File: config.mk
export PLATFORM = sky130hd
export DESIGN_NAME = tcam_filter_array
export DESIGN_NICKNAME = d
export VERILOG_FILES = /design/src/rtl/tcam_filter_array.sv
export SDC_FILE = /design/constraint.sdc
export NUM_CORES = 2
export LEC_CHECK = 0
export ABC_AREA = 1
export BUFFER_PORTS_ARGS = -buffer_cell sky130_fd_sc_hd__buf_2
export CAP_MARGIN = 10
export CORE_ASPECT_RATIO = 1.5
export CORE_UTILIZATION = 56
export CTS_CLUSTER_DIAMETER = 50
export DETAILED_ROUTE_END_ITERATION = 16
export HOLD_SLACK_MARGIN = 0.1
export PLACE_DENSITY = 0.73
export SLEW_MARGIN = 40
export SYNTH_ARGS = -nofsm -noshare
export SYNTH_HDL_FRONTEND = slang
export SYNTH_SLANG_ARGS = --single-unit
File: constraint.sdc
create_clock -name clk -period 2.9 [get_ports clk]
set_clock_uncertainty 0.15 [all_clocks]
set_input_delay 0.58 -clock clk [delete_from_list [all_inputs] [get_ports clk]]
set_output_delay 0.58 -clock clk [all_outputs]
set_load 0.02 [all_outputs]
File: src/rtl/tcam_filter_array.sv
// tcam_filter_array
//   Programmable ternary-match packet filter. A {tag, opcode, NID} key is
//   compared against DEPTH entries, each holding value/care-mask pairs. The
//   flag of the lowest-index matching entry is returned through a two-stage
//   valid/ready pipeline: S1 holds the accepted key, S2 is the output register.
//
// Ports
//   clk, reset                 : clock (rising edge), async active-high reset
//   in_valid / in_ready        : lookup key handshake
//   tag, opcode, NID           : lookup key
//   wr_en, wr_idx              : write one entry (indexes >= DEPTH ignored)
//   wr_entry_valid             : valid bit stored with the entry
//   wr_*_val / wr_*_mask       : per-field value and care mask (1 = compare)
//   wr_flag                    : flag returned on a hit
//   clear_all                  : invalidate every entry (a same-cycle write still lands)
//   out_valid / out_ready      : result handshake
//   flag, hit, hit_idx         : result; all zero on a miss
//
// Build option
//   TCAM_HIT_CNT_EN : adds saturating 32-bit hit_cnt / miss_cnt outputs that
//                     count lookups moving S1->S2; cleared by reset and clear_all.

module tcam_filter_array #(
  parameter int TAG_W  = 33,
  parameter int OP_W   = 7,
  parameter int NID_W  = 7,
  parameter int DEPTH  = 16,
  parameter int FLAG_W = 4,
  parameter int IDX_W  = $clog2(DEPTH)
) (
  input  logic              clk,
  input  logic              reset,
  input  logic              in_valid,
  output logic              in_ready,
  input  logic [TAG_W-1:0]  tag,
  input  logic [OP_W-1:0]   opcode,
  input  logic [NID_W-1:0]  NID,
  input  logic              wr_en,
  input  logic [IDX_W-1:0]  wr_idx,
  input  logic              wr_entry_valid,
  input  logic [TAG_W-1:0]  wr_tag_val,
  input  logic [TAG_W-1:0]  wr_tag_mask,
  input  logic [OP_W-1:0]   wr_op_val,
  input  logic [OP_W-1:0]   wr_op_mask,
  input  logic [NID_W-1:0]  wr_nid_val,
  input  logic [NID_W-1:0]  wr_nid_mask,
  input  logic [FLAG_W-1:0] wr_flag,
  input  logic              clear_all,
  output logic              out_valid,
  input  logic              out_ready,
  output logic [FLAG_W-1:0] flag,
  output logic              hit,
  output logic [IDX_W-1:0]  hit_idx
`ifdef TCAM_HIT_CNT_EN
  ,
  output logic [31:0]       hit_cnt,
  output logic [31:0]       miss_cnt
`endif
);

  // Entry storage; only the valid bits need a reset value.
  logic [DEPTH-1:0]  r_entValid;
  logic [TAG_W-1:0]  r_tagVal  [DEPTH];
  logic [TAG_W-1:0]  r_tagMask [DEPTH];
  logic [OP_W-1:0]   r_opVal   [DEPTH];
  logic [OP_W-1:0]   r_opMask  [DEPTH];
  logic [NID_W-1:0]  r_nidVal  [DEPTH];
  logic [NID_W-1:0]  r_nidMask [DEPTH];
  logic [FLAG_W-1:0] r_entFlag [DEPTH];

  // Pipeline registers.
  logic              r_s1Valid;
  logic [TAG_W-1:0]  r_s1Tag;
  logic [OP_W-1:0]   r_s1Op;
  logic [NID_W-1:0]  r_s1Nid;
  logic              r_outValid;
  logic [FLAG_W-1:0] r_outFlag;
  logic              r_outHit;
  logic [IDX_W-1:0]  r_outIdx;

  logic              w_s2Adv;
  logic              w_accept;
  logic              w_xfer;
  logic              w_wrOk;
  logic [IDX_W:0]    w_wrIdxExt;
  logic [DEPTH-1:0]  w_match;
  logic              w_hit;
  logic [IDX_W-1:0]  w_hitIdx;
  logic [FLAG_W-1:0] w_flag;

  assign w_s2Adv  = !r_outValid || out_ready;
  assign in_ready = !r_s1Valid || w_s2Adv;
  assign w_accept = in_valid && in_ready;
  assign w_xfer   = r_s1Valid && w_s2Adv;

  // One extra bit keeps the range check meaningful even when DEPTH is a power of two.
  assign w_wrIdxExt = {1'b0, wr_idx};
  assign w_wrOk     = wr_en && (w_wrIdxExt < (IDX_W+1)'(DEPTH));

  // clear_all first, then the write, so a combined clear+write leaves only that entry valid.
  always_ff @(posedge clk or posedge reset) begin
    if (reset) begin
      r_entValid <= '0;
    end else begin
      if (clear_all) r_entValid <= '0;
      if (w_wrOk)    r_entValid[wr_idx] <= wr_entry_valid;
    end
  end

  always_ff @(posedge clk) begin
    if (w_wrOk) begin
      r_tagVal[wr_idx]  <= wr_tag_val;
      r_tagMask[wr_idx] <= wr_tag_mask;
      r_opVal[wr_idx]   <= wr_op_val;
      r_opMask[wr_idx]  <= wr_op_mask;
      r_nidVal[wr_idx]  <= wr_nid_val;
      r_nidMask[wr_idx] <= wr_nid_mask;
      r_entFlag[wr_idx] <= wr_flag;
    end
  end

  // Ternary compare of the S1 key against the pre-edge table contents, so a
  // write on the transfer edge is not seen by the lookup moving to S2.
  always_comb begin
    w_match = '0;
    for (int i = 0; i < DEPTH; i++) begin
      w_match[i] = r_entValid[i]
                && (((r_s1Tag ^ r_tagVal[i])  & r_tagMask[i]) == '0)
                && (((r_s1Op  ^ r_opVal[i])   & r_opMask[i])  == '0)
                && (((r_s1Nid ^ r_nidVal[i])  & r_nidMask[i]) == '0);
    end
  end

  // Scan high to low so the lowest matching index is the last one written.
  always_comb begin
    w_hit    = 1'b0;
    w_hitIdx = '0;
    w_flag   = '0;
    for (int i = DEPTH - 1; i >= 0; i--) begin
      if (w_match[i]) begin
        w_hit    = 1'b1;
        w_hitIdx = IDX_W'(i);
        w_flag   = r_entFlag[i];
      end
    end
  end

  always_ff @(posedge clk or posedge reset) begin
    if (reset) begin
      r_s1Valid <= 1'b0;
    end else if (w_accept) begin
      r_s1Valid <= 1'b1;
    end else if (w_s2Adv) begin
      r_s1Valid <= 1'b0;
    end
  end

  always_ff @(posedge clk) begin
    if (w_accept) begin
      r_s1Tag <= tag;
      r_s1Op  <= opcode;
      r_s1Nid <= NID;
    end
  end

  // Output register only moves when the consumer can take data, which holds
  // the result stable during backpressure.
  always_ff @(posedge clk or posedge reset) begin
    if (reset) begin
      r_outValid <= 1'b0;
      r_outFlag  <= '0;
      r_outHit   <= 1'b0;
      r_outIdx   <= '0;
    end else if (w_s2Adv) begin
      r_outValid <= r_s1Valid;
      if (r_s1Valid) begin
        r_outFlag <= w_flag;
        r_outHit  <= w_hit;
        r_outIdx  <= w_hitIdx;
      end
    end
  end

  assign out_valid = r_outValid;
  assign flag      = r_outFlag;
  assign hit       = r_outHit;
  assign hit_idx   = r_outIdx;

`ifdef TCAM_HIT_CNT_EN
  logic [31:0] r_hitCnt;
  logic [31:0] r_missCnt;

  // Saturating counters; clear_all wins over a same-cycle increment.
  always_ff @(posedge clk or posedge reset) begin
    if (reset) begin
      r_hitCnt  <= '0;
      r_missCnt <= '0;
    end else if (clear_all) begin
      r_hitCnt  <= '0;
      r_missCnt <= '0;
    end else if (w_xfer) begin
      if (w_hit && (r_hitCnt != 32'hFFFF_FFFF))    r_hitCnt  <= r_hitCnt + 32'd1;
      if (!w_hit && (r_missCnt != 32'hFFFF_FFFF))  r_missCnt <= r_missCnt + 32'd1;
    end
  end

  assign hit_cnt  = r_hitCnt;
  assign miss_cnt = r_missCnt;
`else
  // Transfer strobe only feeds the optional counters.
  logic w_xferUnused;
  assign w_xferUnused = w_xfer;
`endif

endmodule

# After elaboration in Yosys (flattened, before gate mapping)
# Memories as Yosys holds them, arrays and structs flattened.
# Index checks and enable logic that the tools add are counted.
[classes]
order_cmp = 3
mux = 57
bitwise = 96
reduce_logical = 105
[op_table]
columns = ["operator", "n"]
rows = [
  ["AND 33 bit", 16],
  ["zero test 33 bit", 16],
  ["bitwise XOR 33 bit", 16],
  ["AND 7 bit", 32],
  ["zero test 7 bit", 32],
  ["bitwise XOR 7 bit", 32],
  ["two-way mux 4 bit", 32],
  ["logical AND 1 bit", 51],
  ["two-way mux 16 bit", 2],
  ["two-way mux 1 bit", 21],
  ["bitwise mux 16 bit", 1],
  ["< comparator 4 x 5 -> 1 bit (second input constant)", 2],
  ["demux 1 bit (select 4 bit)", 1],
  ["greater-or-equal comparator 4 x 1 -> 1 bit (second input constant)", 1],
  ["zero test 1 bit", 2],
  ["logical OR 1 bit", 2],
  ["AND reduction 2 bit", 1],
  ["nonzero test 2 bit", 1],
]
[word_totals]
regBits = 74
mem_bits_rw = 1568
out_inout_bits = 11
word_cells = 277
memories = 7
[mem_list]
columns = ["name", "depth", "word_bits", "read_ports", "rd_clocked_by_memory_dff", "wr", "line", "text"]
rows = [
  ["r_tagMask", 16, 33, 16, 0, 1, "64", "logic [TAG_W-1:0] r_tagMask [DEPTH];"],
  ["r_tagVal", 16, 33, 16, 0, 1, "63", "logic [TAG_W-1:0] r_tagVal [DEPTH];"],
  ["r_nidMask", 16, 7, 16, 0, 1, "68", "logic [NID_W-1:0] r_nidMask [DEPTH];"],
  ["r_nidVal", 16, 7, 16, 0, 1, "67", "logic [NID_W-1:0] r_nidVal [DEPTH];"],
  ["r_opMask", 16, 7, 16, 0, 1, "66", "logic [OP_W-1:0] r_opMask [DEPTH];"],
  ["r_opVal", 16, 7, 16, 0, 1, "65", "logic [OP_W-1:0] r_opVal [DEPTH];"],
  ["1 more memories", "--", "--", "--", "--", "--", "--", ""],
]

# Depth between registers and ports, before layout
# An unclocked memory read counts as a cell.
[depth]
word_depth = 23
depth_mapped = 24
mapped_depth_nobuf = 23

# Worst setup path after synthesis
# OpenSTA, ideal clock, no wires.
[synth_path]
path_kind = "input-to-reg"
start = "input wr_idx[0]"
end = "register r_entValid[10]"
setup_time_ns = 0.348
t_arrival_ns = 5.131
slack_ns = -2.729
cell_stages = 4
cell_sequence = "inv_1 -> nand3_1 -> nor2_1 -> o21ai_0"
[synth_between]
elab_chain_cells = 6
[synth_rtl]
columns = ["item", "line", "text"]
rows = [
  ["start: declaration", "39", "input logic [IDX_W-1:0] wr_idx,"],
  ["< comparator 4 x 5 -> 1 bit / greater-or-equal comparator 4 x 1 -> 1 bit (equally long branches)", "98, 106", ""],
  ["logical AND 1 bit (not written as such)", "106", "if (w_wrOk) r_entValid[wr_idx] <= wr_entry_valid;"],
  ["two-way mux 1 bit (not written as such)", "106", ""],
  ["demux 1 bit (select 4 bit)", "106", ""],
  ["bitwise mux 16 bit", "106", ""],
  ["two-way mux 16 bit (*)", "106", ""],
  ["end signal: indexed assignment", "106", ""],
  ["end: declaration", "62", "logic [DEPTH-1:0] r_entValid;"],
]
# Every way passes the cells marked *; elsewhere a longest branch is shown, timed or not.
# A chain may end at the register's enable or synchronous reset.

# Worst setup path in the final report
[layout_path]
start = "register r_s1Tag[15]"
end = "register r_outFlag[1], in the netlist flag[1]"
[layout_between]
elab_chain_cells = 22
[layout_rtl]
columns = ["item", "line", "text"]
rows = [
  ["start: declaration", "73", "logic [TAG_W-1:0] r_s1Tag;"],
  ["start signal: assignment", "160", "r_s1Tag <= tag;"],
  ["bitwise XOR 33 bit", "128", "&& (((r_s1Tag ^ r_tagVal[i]) & r_tagMask[i]) == '0)"],
  ["AND 33 bit", "128", ""],
  ["zero test 33 bit", "128", ""],
  ["logical AND 1 bit", "128", ""],
  ["logical AND 1 bit", "129", "&& (((r_s1Op ^ r_opVal[i]) & r_opMask[i]) == '0)"],
  ["logical AND 1 bit", "130", "&& (((r_s1Nid ^ r_nidVal[i]) & r_nidMask[i]) == '0);"],
  ["two-way mux 4 bit (15 in series)", "140", "if (w_match[i]) begin"],
  ["two-way mux 4 bit (*)", "140", ""],
  ["end signal: assignment", "177", "r_outFlag <= w_flag;"],
  ["end: declaration", "77", "logic [FLAG_W-1:0] r_outFlag;"],
]
# Marked as above.

==> flow_summary_export.csv <==
group,metric,value,unit
critical_path,worst-endpoint-required,3.42,ns
grt,grt_most_used_layer,"met2",
synth,number_of_flip_flops_and_latches_in_the_synthesized_netlist,1642,
detailed_routing,antenna_violation_net_count_after_detailed_routing,0,
flow_run,max_cap_viol_count,0,
synth,seq_area_frac_synth,74.7,%
critical_path,reg_to_reg_end,"flag[1]",
floorplan,core_area,116000,sq um
synth,syn_area_per_cell,13.2,sq um
finish,layoutNonFillerInstCount,7332,
timing,final_hold_viol_count,0,
synth,postSynthNetCount,5158,
grt,grt_start_max_net_pins,85,
finish,final_nets,5814,
critical_path,critical_path.max_fanout,8,
power_and_ir_drop,power.leakage,0.0286,uW
clock_tree,clock_sink_count,1642,
critical_path,crit_arrival,3.63,ns
critical_path,worst_r2r_startpoint,"r_s1Tag[15]",
finish,drive_above_1_share,22.4,%
detailed_routing,dr.first_iter.drc_count,3267,
floorplan,die_y,422,microns
finish,commonest_non_fill_non_tap_cell_in_the_layout,"sky130_fd_sc_hd__edfxtp_1",
outcome,run_status,"complete, but fails checks",
floorplan,floorplan.die_area,119000,sq um
clock_tree,clock_tree.root_cell,"sky130_fd_sc_hd__clkbuf_16",
synth,post_synth_main_area_contributors,"sky130_fd_sc_hd__edfxtp_1, sky130_fd_sc_hd__nand2_1, sky130_fd_sc_hd__nand3_1",
synth,syn-instance-count,5002,
timing,setup_viol_count_final,9,
grt,globalRouteMet3Util,3.84,%
grt,use_met1,31.7,%
synth,synth-async-reset-ratio,1.64,%
hold_path,hold_path_depth,1,
synth,synthDistinctLibCells,48,
clock_tree,clock_tree.buffer_depth,3,
clock_tree,cts_made_buffers,149,
detailed_routing,detail_route.vias_per_cell,5.53,
timing,whs,0.144,ns
critical_path,worst_setup_path_start_kind,"flip-flop",
critical_path,worstSetupPathType,"flip-flop to flip-flop",
timing,worst_slew_margin_rel,51.2,%
detailed_routing,route.detailed.drc,0,
placed_design,place.detailed.instances,6880,
placed_design,place.port_buffers,166,
finish,final_cell_mix,"sky130_fd_sc_hd__edfxtp_1, sky130_fd_sc_hd__nand2_1, sky130_fd_sc_hd__nand3_1",
timing,fin_crit_share,107,%
timing,achievable-frequency,321,MHz
grt,grtUsageMet2,49.6,%
clock_tree,insertion_delay,0.79,ns
critical_path,setup.reg_to_reg.worst_slack,-0.22,ns
floorplan,initial_core_util,56.7,%
finish,fin_area,77400,sq um
finish,synthToLayoutAreaGrowth,17.6,%
grt,grt_pass1_vias,40100,
timing,min_tclk_post_route,3.12,ns
detailed_routing,dr_total_vias,40600,
timing,least_margin_pin_slew,0.731,ns
grt,gr-total-overflow,0,
synth,count_of_warnings_emitted_by_yosys,0,
timing,fin_ws,-0.215,ns
synth,number_of_synthesized_flops_with_an_enable_pin,1615,
detailed_routing,totalWireLength,162000,microns
detailed_routing,drt_pre_antenna_iters,6,
synth,dominantRegCellSynth,"sky130_fd_sc_hd__edfxtp_1",
synth,post-synth-top-area-cell,"sky130_fd_sc_hd__edfxtp_1",
detailed_routing,wire_per_inst,22.1,microns
clock_tree,cts-htree-levels,4,
finish,final_core_utilization,66.6,%
power_and_ir_drop,peak_supply_drop,0.593,mV
synth,yosys.area.top_type_share,73.7,%
synth,synthesis.area,65800,sq um
placed_design,place_hpwl,107000,microns
placed_design,gp_routability_congestion,0.868,
clock_tree,worst_setup_hold_path_clk_slew,0.07,ns
outcome,failed_checks,"setup timing",
timing,rsz0062_at_grt,"true",
power_and_ir_drop,power_per_cell_area,641,nW/um^2
critical_path,worstRegToRegCells,15,
floorplan,io_pins,167,
floorplan,num_rows,153,
hold_path,hold_path_class,"input pin to flip-flop",
floorplan,die_w,282,microns
clock_tree,tritoncts,"yes",
critical_path,critical_path.startpoint,"r_s1Tag[15]",
placed_design,postPlaceCellArea,70500,sq um
critical_path,setup.worst_path.end_class,"flip-flop",
grt,grt_usage,27.5,%
critical_path,timing.critical_path.to,"flag[1]",
timing,final_max_slew_viol_count,0,
grt,antenna_found_initial,9,
grt,grt_pass1_wl,238000,microns
[flip-flops by register name, indices dropped and copies added (netlist names), 33 cells and up]
register   cells
r_tagMask    528
r_opVal      112
r_entFlag     64
r_s1Tag       33
r_nidVal     112
r_nidMask    112
r_tagVal     528
r_opMask     112
[worst min-delay path by stage]
stage                          from               end  slack, ns
floorplan           r_entFlag[1][1]           flag[1]       0.36
detailed placement       hit_idx[3]        hit_idx[3]       0.34
global placement         hit_idx[1]        hit_idx[1]       0.33
global route         wr_tag_val[10]  r_tagVal[11][10]       0.12
finish               wr_tag_val[10]   r_tagVal[5][10]       0.14
CTS                  wr_tag_val[10]  r_tagVal[13][10]       0.10
[cell usage after synthesis, types with 2 or more instances]
library cell	instances
sky130_fd_sc_hd__nand2b_4	3
sky130_fd_sc_hd__buf_4	7
sky130_fd_sc_hd__nand4_1	96
sky130_fd_sc_hd__nor4_1	7
sky130_fd_sc_hd__nand2_1	1203
sky130_fd_sc_hd__or2_2	472
sky130_fd_sc_hd__a31oi_1	3
sky130_fd_sc_hd__inv_1	233
sky130_fd_sc_hd__a32o_1	5
sky130_fd_sc_hd__o21ai_1	8
sky130_fd_sc_hd__nand4_4	2
sky130_fd_sc_hd__edfxtp_1	1615
sky130_fd_sc_hd__buf_6	77
sky130_fd_sc_hd__inv_2	2
sky130_fd_sc_hd__nor3_2	4
sky130_fd_sc_hd__or2_0	10
sky130_fd_sc_hd__nor2_2	8
sky130_fd_sc_hd__o2111ai_1	3
sky130_fd_sc_hd__o221a_1	3
sky130_fd_sc_hd__nor2_4	2
sky130_fd_sc_hd__nor4_2	6
sky130_fd_sc_hd__o21a_1	30
sky130_fd_sc_hd__nand2_4	2
sky130_fd_sc_hd__and2_1	3
sky130_fd_sc_hd__dfrtp_1	27
sky130_fd_sc_hd__o211a_1	2
sky130_fd_sc_hd__a22o_1	11
sky130_fd_sc_hd__nand3_1	710
sky130_fd_sc_hd__o21ai_0	43
sky130_fd_sc_hd__nor2_1	178
sky130_fd_sc_hd__or2_1	119
sky130_fd_sc_hd__nor3_1	7
sky130_fd_sc_hd__clkbuf_1	6
sky130_fd_sc_hd__a21oi_1	9
sky130_fd_sc_hd__buf_2	54
sky130_fd_sc_hd__xor2_1	13
sky130_fd_sc_hd__nand2_2	3
sky130_fd_sc_hd__nand3_2	6
[layout make-up]
type | count | area [sq um]
Inverter | 235 | 891
Multi-Input combinational cell | 2981 | 15000
Clock inverter | 85 | 872
Fill cell | 8076 | 38800
Timing Repair Buffer | 649 | 5530
Clock buffer | 187 | 4000
Tap cell | 1550 | 1940
Sequential cell | 1642 | 49200
Antenna cell | 3 | 7.51
[power breakdown]
group | switching, uW | internal, uW | total [uW] | leakage [uW]
sequential | 205 | 26600 | 26800 | 0.0150
clock | 8580 | 11200 | 19700 | 0.00237
combinational | 1940 | 1150 | 3080 | 0.0112
total | 10700 | 38900 | 49600 | 0.0286
[critical path, cell delays in order, from the launching register on]
cell and delay (ns):
sky130_fd_sc_hd__edfxtp_1 0.53, sky130_fd_sc_hd__buf_6 0.20, sky130_fd_sc_hd__or2_2 0.30, sky130_fd_sc_hd__nand3_2 0.07, sky130_fd_sc_hd__nand4_1 0.39, sky130_fd_sc_hd__nor3_4 0.44
sky130_fd_sc_hd__buf_6 0.15, sky130_fd_sc_hd__nand4_4 0.15, sky130_fd_sc_hd__buf_4 0.20, sky130_fd_sc_hd__o21a_1 0.09, sky130_fd_sc_hd__nand2_1 0.06, sky130_fd_sc_hd__nand2_1 0.05
sky130_fd_sc_hd__nand2_1 0.06, sky130_fd_sc_hd__nand2_1 0.05, sky130_fd_sc_hd__nand2_1 0.05, sky130_fd_sc_hd__nand2_1 0.04
[what timing repair did]
| item | in CTS | in global routing |
|---|---|---|
| pin swaps | 18 | 28 |
| buffers inserted | 9 | 17 |
| gates resized for setup | 25 | 80 |
| hold endpoints to repair | 1626 | 0 |
| gates cloned | 2 | 2 |
| hold buffers | 150 | 0 |
| endpoints found under the setup margin | 9 | 9 |
[metal layers]
metal | part of all wire [%] | vias to the layer above
li1 | - | 18900
met4 | 5.1 | 14
met3 | 5.3 | 330
met1 | 37 | 20100
met2 | 53 | 1266
met5 | 0.057 | -
[per-stage QoR]
| step | power (uW) | setup slack [ns] | setup TNS (ns) |
|---|---|---|---|
| 2_1_floorplan | 28800 | -1.10 | -434.13 |
| 3_3_place_gp | 30000 | -0.527 | -4.03 |
| 3_5_place_dp | 30200 | -0.548 | -4.23 |
| 4_1_cts | 49800 | -0.251 | -1.92 |
| 5_1_grt | 51000 | -0.315 | -2.27 |
| 6_report | 49600 | -0.215 | -1.35 |
[cells by family (layout without fill, tap and decap cells)]
| group | count (synthesis) | count (layout) | synth area share [%] |
|---|---|---|---|
| flops | 1642 | 1642 | 74.7 |
| xor+xnor | 13 | 13 | 0.173 |
| other cells | 0 | 3 | 0 |
| compound gates | 121 | 121 | 1.23 |
| buf+inv | 380 | 1156 | 3.20 |
| simple gates | 2846 | 2847 | 20.7 |
Power figures use the tool's default switching activity.
